<file path="config.mk">
export PLATFORM = sky130hd
export DESIGN_NAME = ebus_timer_flat
export DESIGN_NICKNAME = d
export VERILOG_FILES = /design/src/rtl/ebus_timer_if.sv /design/src/rtl/ebus_timer.sv /design/src/flat_wrapper.sv
export SDC_FILE = /design/constraint.sdc
export NUM_CORES = 1
export LEC_CHECK = 0
export ABC_AREA = 1
export BUFFER_PORTS_ARGS = -buffer_cell sky130_fd_sc_hd__buf_4
export CORE_UTILIZATION = 55
export DETAILED_ROUTE_END_ITERATION = 10
export GPL_TIMING_DRIVEN = 0
export PLACE_DENSITY = 0.75
export SYNTH_ARGS = -nofsm -noshare
export SYNTH_HDL_FRONTEND = slang
export SYNTH_SLANG_ARGS = --single-unit
</file>
<file path="constraint.sdc">
create_clock -name CLK -period 3 [get_ports CLK]
set_clock_uncertainty 0.2 [all_clocks]
set_input_delay 0.3 -clock CLK [delete_from_list [all_inputs] [get_ports CLK]]
set_output_delay 0.3 -clock CLK [all_outputs]
set_load 0.1 [all_outputs]
</file>
<file path="src/rtl/ebus_timer_if.sv">
// Bus interface between the hd6309 CPU side and the timer peripheral.
// With EBUS_TIMER_FIRQ_EN defined, the interface also carries nFIRQ.
interface ebus_timer_if;
  logic [15:0] ADDR;
  logic [7:0]  DIN;
  logic [7:0]  DOUT;
  logic        DOE;
  logic        RnW;
  logic        E;
  logic        Q;
  logic        BA;
  logic        nIRQ;
`ifdef EBUS_TIMER_FIRQ_EN
  logic        nFIRQ;

  modport master (output ADDR, DIN, RnW, E, Q, BA, input DOUT, DOE, nIRQ, nFIRQ);
  modport slave  (input ADDR, DIN, RnW, E, Q, BA, output DOUT, DOE, nIRQ, nFIRQ);
`else
  modport master (output ADDR, DIN, RnW, E, Q, BA, input DOUT, DOE, nIRQ);
  modport slave  (input ADDR, DIN, RnW, E, Q, BA, output DOUT, DOE, nIRQ);
`endif
endinterface

</file>
<file path="src/rtl/ebus_timer.sv">
// ebus_timer: memory-mapped 16-bit down-counter on the hd6309 E/Q bus.
// E and Q are oversampled on CLK; the counter ticks on every E falling edge.
// Optional macro EBUS_TIMER_FIRQ_EN adds nFIRQ and the CTRL.FSEL routing bit.
//
// state  | meaning
// S_IDLE | waiting for Q rising edge
// S_ADDR | address/RnW latched; one CLK to take the COUNT_HI snapshot
// S_DATA | E phase; DIN captured while E high, write commits on E fall
module ebus_timer #(
  parameter logic [15:0] BASE_ADDR   = 16'hFF40,
  parameter int          SYNC_STAGES = 2
) (
  input logic         CLK,
  input logic         RESET,
  ebus_timer_if.slave bus
);
  localparam logic [13:0] BASE_HI = BASE_ADDR[15:2];

  typedef enum logic [1:0] {S_IDLE, S_ADDR, S_DATA} state_t;
  state_t state_q, state_d;

  logic [SYNC_STAGES-1:0] e_sync, q_sync;
  logic e_s, q_s, e_d, q_d, e_fall, q_rise;

  logic       sel_q, rnw_q, sel_now;
  logic [1:0] off_q, rd_off;
  logic [7:0] hold_q, rd_data;
  logic       start, commit, snap_en, load;

  logic        en_q, ie_q, auto_q, exp_q;
  logic        en_d, ie_d, auto_d, exp_d;
  logic [15:0] reload_q, reload_d, count_q, count_d;
  logic [7:0]  snap_q, snap_d;
  logic        fsel_q, fsel_d;
  logic        nirq_q;
  logic [7:0]  dout_q;
  logic        doe_q;

  assign e_s     = e_sync[SYNC_STAGES-1];
  assign q_s     = q_sync[SYNC_STAGES-1];
  assign e_fall  = ~e_s & e_d;
  assign q_rise  = q_s & ~q_d;
  assign sel_now = (bus.ADDR[15:2] == BASE_HI) & ~bus.BA;

  // Synchronize E/Q into the CLK domain and keep last values for edge detection.
  always_ff @(posedge CLK or posedge RESET) begin
    if (RESET) begin
      e_sync <= '0;
      q_sync <= '0;
      e_d    <= 1'b0;
      q_d    <= 1'b0;
    end else begin
      e_sync <= {e_sync[SYNC_STAGES-2:0], bus.E};
      q_sync <= {q_sync[SYNC_STAGES-2:0], bus.Q};
      e_d    <= e_s;
      q_d    <= q_s;
    end
  end

  // Bus cycle next state and the single-CLK access strobes.
  always_comb begin
    state_d = state_q;
    start   = 1'b0;
    commit  = 1'b0;
    snap_en = 1'b0;
    case (state_q)
      S_IDLE: if (q_rise) begin
        state_d = S_ADDR;
        start   = 1'b1;
      end
      S_ADDR: begin
        state_d = S_DATA;
        snap_en = sel_q & rnw_q & (off_q == 2'd2);
      end
      S_DATA: if (e_fall) begin
        state_d = S_IDLE;
        commit  = sel_q & ~rnw_q;
      end
      default: state_d = S_IDLE;
    endcase
  end

  // State register, address-phase latches and the write-data holding register.
  always_ff @(posedge CLK or posedge RESET) begin
    if (RESET) begin
      state_q <= S_IDLE;
      sel_q   <= 1'b0;
      rnw_q   <= 1'b1;
      off_q   <= 2'd0;
      hold_q  <= 8'h00;
    end else begin
      state_q <= state_d;
      if (start) begin
        sel_q <= sel_now;
        rnw_q <= bus.RnW;
        off_q <= bus.ADDR[1:0];
      end
      if (state_q == S_DATA && e_s) hold_q <= bus.DIN;
    end
  end

  // Register writes first, then the tick; a load suppresses the tick and a tick
  // expiry overrides a same-cycle EXP clear.
  always_comb begin
    en_d     = en_q;
    ie_d     = ie_q;
    auto_d   = auto_q;
    fsel_d   = fsel_q;
    exp_d    = exp_q;
    reload_d = reload_q;
    count_d  = count_q;
    snap_d   = snap_q;
    load     = 1'b0;
    if (snap_en) snap_d = count_q[7:0];
    if (commit) begin
      case (off_q)
        2'd0: begin
          en_d   = hold_q[0];
          ie_d   = hold_q[1];
          auto_d = hold_q[2];
`ifdef EBUS_TIMER_FIRQ_EN
          fsel_d = hold_q[3];
`endif
        end
        2'd1: if (hold_q[0]) exp_d = 1'b0;
        2'd2: reload_d[15:8] = hold_q;
        default: begin
          reload_d[7:0] = hold_q;
          count_d       = {reload_q[15:8], hold_q};
          load          = 1'b1;
        end
      endcase
    end
    if (e_fall && en_q && en_d && !load) begin
      if (count_q != 16'd0) begin
        count_d = count_q - 16'd1;
      end else begin
        exp_d = 1'b1;
        if (auto_d) count_d = reload_d;
        else        en_d    = 1'b0;
      end
    end
  end

  // Timer/control registers and the registered interrupt outputs.
  always_ff @(posedge CLK or posedge RESET) begin
    if (RESET) begin
      en_q     <= 1'b0;
      ie_q     <= 1'b0;
      auto_q   <= 1'b0;
      fsel_q   <= 1'b0;
      exp_q    <= 1'b0;
      reload_q <= 16'h0000;
      count_q  <= 16'h0000;
      snap_q   <= 8'h00;
      nirq_q   <= 1'b1;
    end else begin
      en_q     <= en_d;
      ie_q     <= ie_d;
      auto_q   <= auto_d;
      fsel_q   <= fsel_d;
      exp_q    <= exp_d;
      reload_q <= reload_d;
      count_q  <= count_d;
      snap_q   <= snap_d;
`ifdef EBUS_TIMER_FIRQ_EN
      nirq_q   <= ~(exp_q & ie_q & ~fsel_q);
`else
      nirq_q   <= ~(exp_q & ie_q);
`endif
    end
  end

`ifdef EBUS_TIMER_FIRQ_EN
  logic nfirq_q;

  // Fast-interrupt output, used when CTRL.FSEL routes the request here.
  always_ff @(posedge CLK or posedge RESET) begin
    if (RESET) nfirq_q <= 1'b1;
    else       nfirq_q <= ~(exp_q & ie_q & fsel_q);
  end

  assign bus.nFIRQ = nfirq_q;
`endif

  // Read mux; uses the live address on the Q-rise CLK, the latched offset after.
  always_comb begin
    rd_off  = (state_q == S_IDLE) ? bus.ADDR[1:0] : off_q;
    rd_data = 8'h00;
    case (rd_off)
      2'd0:    rd_data = {4'b0000, fsel_q, auto_q, ie_q, en_q};
      2'd1:    rd_data = {~nirq_q, 6'b000000, exp_q};
      2'd2:    rd_data = count_q[15:8];
      default: rd_data = snap_q;
    endcase
  end

  // Read data register and output enable for the external bus mux.
  always_ff @(posedge CLK or posedge RESET) begin
    if (RESET) begin
      dout_q <= 8'h00;
      doe_q  <= 1'b0;
    end else if (state_q == S_IDLE) begin
      if (q_rise) begin
        doe_q <= sel_now & bus.RnW;
        if (sel_now && bus.RnW) dout_q <= rd_data;
      end
    end else if (sel_q && rnw_q) begin
      dout_q <= rd_data;
      if (state_q == S_DATA && e_fall) doe_q <= 1'b0;
    end
  end

  assign bus.DOUT = dout_q;
  assign bus.DOE  = doe_q;
  assign bus.nIRQ = nirq_q;
endmodule

</file>
<file path="src/flat_wrapper.sv">
// flat-port wrapper written by rule: the top's interface ports become plain ports
module ebus_timer_flat 
#(
  parameter logic [15:0] BASE_ADDR   = 16'hFF40,
  parameter int          SYNC_STAGES = 2
)
  (CLK, RESET, bus_ADDR, bus_DIN, bus_RnW, bus_E, bus_Q, bus_BA, bus_DOUT, bus_DOE, bus_nIRQ);
  ebus_timer_if bus_i ();
  input logic CLK;
  input logic RESET;
  input wire logic [$bits(bus_i.ADDR)-1:0] bus_ADDR;
  input wire logic [$bits(bus_i.DIN)-1:0] bus_DIN;
  input wire logic [$bits(bus_i.RnW)-1:0] bus_RnW;
  input wire logic [$bits(bus_i.E)-1:0] bus_E;
  input wire logic [$bits(bus_i.Q)-1:0] bus_Q;
  input wire logic [$bits(bus_i.BA)-1:0] bus_BA;
  output wire logic [$bits(bus_i.DOUT)-1:0] bus_DOUT;
  output wire logic [$bits(bus_i.DOE)-1:0] bus_DOE;
  output wire logic [$bits(bus_i.nIRQ)-1:0] bus_nIRQ;
  assign bus_i.ADDR = bus_ADDR;
  assign bus_i.DIN = bus_DIN;
  assign bus_i.RnW = bus_RnW;
  assign bus_i.E = bus_E;
  assign bus_i.Q = bus_Q;
  assign bus_i.BA = bus_BA;
  assign bus_DOUT = bus_i.DOUT;
  assign bus_DOE = bus_i.DOE;
  assign bus_nIRQ = bus_i.nIRQ;
  ebus_timer #(.BASE_ADDR(BASE_ADDR), .SYNC_STAGES(SYNC_STAGES)) u_core (.CLK(CLK), .RESET(RESET), .bus(bus_i));
endmodule
</file>
* Yosys cells after proc, flatten, opt, wreduce, memory -nomap -nowiden
Cells that the tools add are included.
Word-level totals: bits in registers 74, logic and storage cells 103, output and inout port bits 10, bits of input ports 30
Cells by class: reductions and logical operators 19, bitwise operators 14, eq/ne operators 10, $add $sub $neg 1, multiplexer cells 40
Operators with widths (number):
- $mux 16 | 6
- $mux 8 | 6
- $pmux 8 s3 | 1
- $mux 1 | 23
- $reduce_bool 16->1 | 1
- $sub 16x1->16 const B | 1
- $eq 14x14->1 const B | 1
- $and 1x1->1 | 8
- $logic_and 1x1->1 | 7
- $eq 2x1->1 const B | 3
- $eq 2x2->1 const B | 3
- $logic_not 2->1 | 3
- $mux 2 | 3
- $not 1->1 | 6
- $pmux 2 s3 | 1
- $reduce_and 3->1 | 2
- $ne 2x1->1 const B | 2
- $reduce_and 2->1 | 2
- $reduce_bool 2->1 | 2
- $reduce_or 3->1 | 1
- $ne 2x2->1 const B | 1
- $logic_not 1->1 | 1

* Longest topological paths before layout
depth after elaboration 8, gate-level depth with buffers 12, depth with buffers taken out 12

* Worst setup path before layout
Ideal clock, no wire load.
path type register to register, start reg u_core.state_q[0], end reg u_core.count_q[6], stages on the path, launching flop included 12, required time 2682 ps, buffers on the path 1, setup time 118 ps, setup slack 1217 ps, period minus slack after synthesis 1783 ps, arrival 1465 ps, path through dfrtp_1 -> inv_1 -> nand2_2 -> nor2_8 -> nand2_4 -> nand2_1 -> nand2_2 -> nor2_2 -> buf_6 -> nand2_1 -> a21oi_1 -> nor2_1
On the way: word-level cells in the longest chain between the ends 6, elaborated cells on any way between the ends 13, classes of those cells 1 x eq/ne; 9 x mux; 3 x reduce/logical
RTL lines:
- from (decl) | line ebus_timer.sv:20 | state_t state_q, state_d;
- from (signal assigned) | line ebus_timer.sv:92 | state_q <= state_d;
- $eq 2x2->1 * | line ebus_timer.sv:66 | case (state_q)
- $mux 1 * | line ebus_timer.sv:66
- $mux 16 / $mux 1 (equally long branches) | line ebus_timer.sv:115 | if (commit) begin
- $mux 16, or another cell as far along | line ebus_timer.sv:139 | if (auto_d) count_d = reload_d;
- $mux 16 / $logic_and 1x1->1 (equally long branches) | line ebus_timer.sv:135, ebus_timer.sv:134
- $mux 16 * | line ebus_timer.sv:134 | if (e_fall && en_q && en_d && !load) begin
- net u_core.count_d[6] | line ebus_timer.sv:32 | logic [15:0] reload_q, reload_d, count_q, count_d;
- to (signal assigned) | line ebus_timer.sv:164 | count_q <= count_d;
- to (decl) | line ebus_timer.sv:32
Mark *: on every way through the listed nets, which the timed path passes. The rest lies on a longest branch. A chain may end at the register's enable or synchronous reset.

* Worst setup path after layout
start reg u_core.count_q[0], end reg u_core.count_q[9]
On the way: word-level cells in the longest chain between the ends 3, elaborated cells on any way between the ends 4, classes of those cells 1 x add/sub; 2 x mux; 1 x reduce/logical
RTL lines:
- $sub 16x1->16 / $reduce_bool 16->1 (equally long branches) | line ebus_timer.sv:136, ebus_timer.sv:135
- $mux 16 * | line ebus_timer.sv:135 | if (count_q != 16'd0) begin
- $mux 16 * | line ebus_timer.sv:134
- net u_core.count_d[9] | line ebus_timer.sv:32
Marked as above.

==> impl_metrics.yaml <==
setup_path:
  cp-start-kind: "flip-flop"
  crit_path_max_fanout: 8
  worstPathArrival_ns: 2.29
  end_kind: "flip-flop"
  crit_required_ns: 3.06
  worstSetupPathType: "reg2reg"
synthesis:
  synth_adder_area_share_pct: 0.605
  synth_top_family_by_area: "simple AND/OR/NAND/NOR gates"
  synth_area_leaders: "dfrtp_1 (44%), nand2_1 (20%), inv_1 (5.9%)"
  ys.flop_type: "dfrtp_1"
  netlist_instances: 580
  synth_edf_count: 0
  synthXorXnorAreaFrac_pct: 1.48
  synth_compound_area_share_pct: 9.23
  synth_area_um2: 4130
  synthTopCellsByCount: "nand2_1 (215), dfrtp_1 (72), inv_1 (65)"
  yosys-mux-area-fraction_pct: 0
  synth_top_area_share_pct: 43.6
  yosys.area.top_type: "dfrtp_1"
  synth-simple-area-share_pct: 35.6
  synthesis.nets: 612
  syn_avg_cell_area_um2: 7.13
  ys_types: 31
  synthArstFlopShare_pct: 100
  synth_seq_area_share_pct: 44.9
  synthMostInstantiatedCell: "nand2_1"
  yosysWarnings: 0
  ys_ff_latch: 74
route:
  wl_um: 10700
  vias_per_cell: 5.26
  drtPass1Iterations: 5
  ant_nets: 0
  vias: 3914
  drcViolationCount: 0
  dr.first_iter.drc_count: 318
  wl_per_cell_um: 14.3
grt:
  antenna_found_initial: 0
  grt-ovfl-total: 0
  grt_pass1_wl_um: 17500
  grt_pass1_vias: 3600
  grt_max_degree: 46
  track_usage_pct: 29.9
floorplanning:
  start_util_pct: 57.0
  dieArea_um2: 7870
  std_cell_rows: 31
  fp.dieW_um: 88.7
  io_pins: 40
  core_area_um2: 7250
  die_h_um: 88.7
power:
  cellLeakagePower_nw: 2.65
  finalPower_mw: 4.46
  p_per_area_nw_per_um2: 911
  ir_drop_uv: 442
sta:
  finalCritPeriodShare_pct: 74.3
  fmax_mhz: 448
  max-slew-margin-rel_pct: 63.9
  final.setup.worst_slack_ns: 0.770
  tightest_slew_ns: 0.536
  min_period_ns: 2.23
  setup_violations: 0
  hold_viol_final: 1
  rsz0062_at_grt: "false"
  slew_violations: 0
  fin_hold_ws_ns: -0.00434
finish:
  multiInputGateArea_um2: 1940
  antenna_cells: 0
  area_delta_synth_final_pct: 18.5
  regArea_um2: 1850
  nets: 673
  drive_gt1_share_pct: 14.3
  stdcell_area_um2: 4900
  fillers: 658
clocking:
  cts-root-buf: "clkbuf_8"
  clkSinkCount: 74
  cts_setup_buffers: 0
  cts_tree: "done"
  ctsLongestPathBuffers: 2
  clkLatencyLatePin_ns: 0.35
  h-tree-depth: 3
  cts_buffers: 9
  clk_pin_slew_worst_paths_ns: 0.08
run_status:
  violations: "hold timing"
  outcome: "finished, violations left"
place:
  dpl_worst_slack_ns: 0.811
  io_buffers: 39
  placed_area_um2: 4580
  gp_congestion: 0.857
  dp_hpwl_um: 7660
job:
  cap_violations: 0
min_path:
  min_path_type: "in2reg"
## worst max-delay path, cell delays in order (launching register included)
cell and delay [ns]:
dfrtp_1 0.42, inv_1 0.24, ha_1 0.22, nand2_1 0.06
nor2_1 0.12, nand3_1 0.30, inv_1 0.30, nand3_1 0.10
a21oi_1 0.19
## per-stage QoR
step / util (%) / cells / setup TNS, ns
global route: 67.5 / 744 / 0
finish: 67.5 / 744 / 0
global placement: 62.7 / 718 / -23.24
floorplan: - / 580 / 0
CTS: 67.5 / 744 / 0
detailed placement: 63.2 / 719 / 0
## layer usage
layer,vias to the layer above,part of all wire [%],wire length [µm],global-route usage [%]
li1,1955,-,-,-
met1,1794,44,4730,40.4
met2,144,47,5010,48.0
met3,21,6.1,654,4.76
met4,0,2.6,273,12.3
met5,-,0,0,0
## layout make-up
class	instances	area share (%)
Multi-Input combinational cell	425	39.6
Sequential cell	74	37.9
Timing Repair Buffer	50	8.58
Inverter	70	5.47
Clock buffer	10	2.81
Tap cell	99	2.53
Clock inverter	5	1.61
Buffer	11	1.56
## registers in the layout (all words and copies together) (netlist names)
signal           cells
u_core.bus.nIRQ      1
u_core.off_q         2
u_core.snap_q        8
u_core.bus.DOUT      8
u_core.auto_q        1
u_core.count_q      16
u_core.ie_q          1
u_core.bus.DOE       1
u_core.rnw_q         1
u_core.exp_q         1
u_core.e_sync        2
u_core.q_d           1
u_core.hold_q        8
u_core.sel_q         1
u_core.q_sync        2
u_core.state_q       2
u_core.en_q          1
u_core.e_d           1
u_core.reload_q     16
## report_power, final
| group | leakage [nW] | total, mW | switching, mW | internal [mW] |
|---|---|---|---|---|
| registers | 0.976 | 1.36 | 0.188 | 1.17 |
| logic | 1.56 | 2.24 | 1.51 | 0.727 |
| clock network | 0.112 | 0.861 | 0.375 | 0.485 |
## timing repair
item                      in CTS  in global routing
hold buffers                  10                  0
gates resized for setup        0                  0
hold endpoints to repair      38                  0
## layout by cell type, fill, tap and decap left out, drive strengths merged, types with 2 or more instances in the layout
master	synthesis	routed
dlygate4sd3	0	10
bufinv	0	2
dfstp	2	2
nand4	12	12
xor2	7	7
ha	2	2
dfrtp	72	72
nor2	68	68
inv	69	69
o21ai	49	49
o211ai	2	2
nor3	3	3
buf	8	48
clkinv	1	4
clkbuf	3	13
nand2	224	224
nand3	35	35
a21oi	20	20
## worst paths after layout
kind	from	slack [ns]	endpoint	cells past startpoint
setup / recovery	u_core.count_q[0]	0.77	u_core.count_q[9]	8
hold / removal	bus_DIN[4]	-0.004	u_core.hold_q[4]	3
setup reg to reg	u_core.count_q[0]	0.77	u_core.count_q[9]	8
hold reg to reg	u_core.e_sync[0]	0.15	u_core.e_sync[1]	0
max in group asynchronous	RESET	1.71	u_core.rnw_q	4
min in group asynchronous	RESET	0.29	u_core.bus.DOE	3
## kinds of logic (layout without fill, tap and decap cells)
logic type,Yosys count,after routing
buffers and inverters,81,146
adder cells (fa/ha/maj),2,2
AO/OA/AOI/OAI,73,73
flip-flops,74,74
AND/OR/NAND/NOR,343,343
XOR/XNOR,7,7
Note: power is estimated with default switching activity, not from simulation.
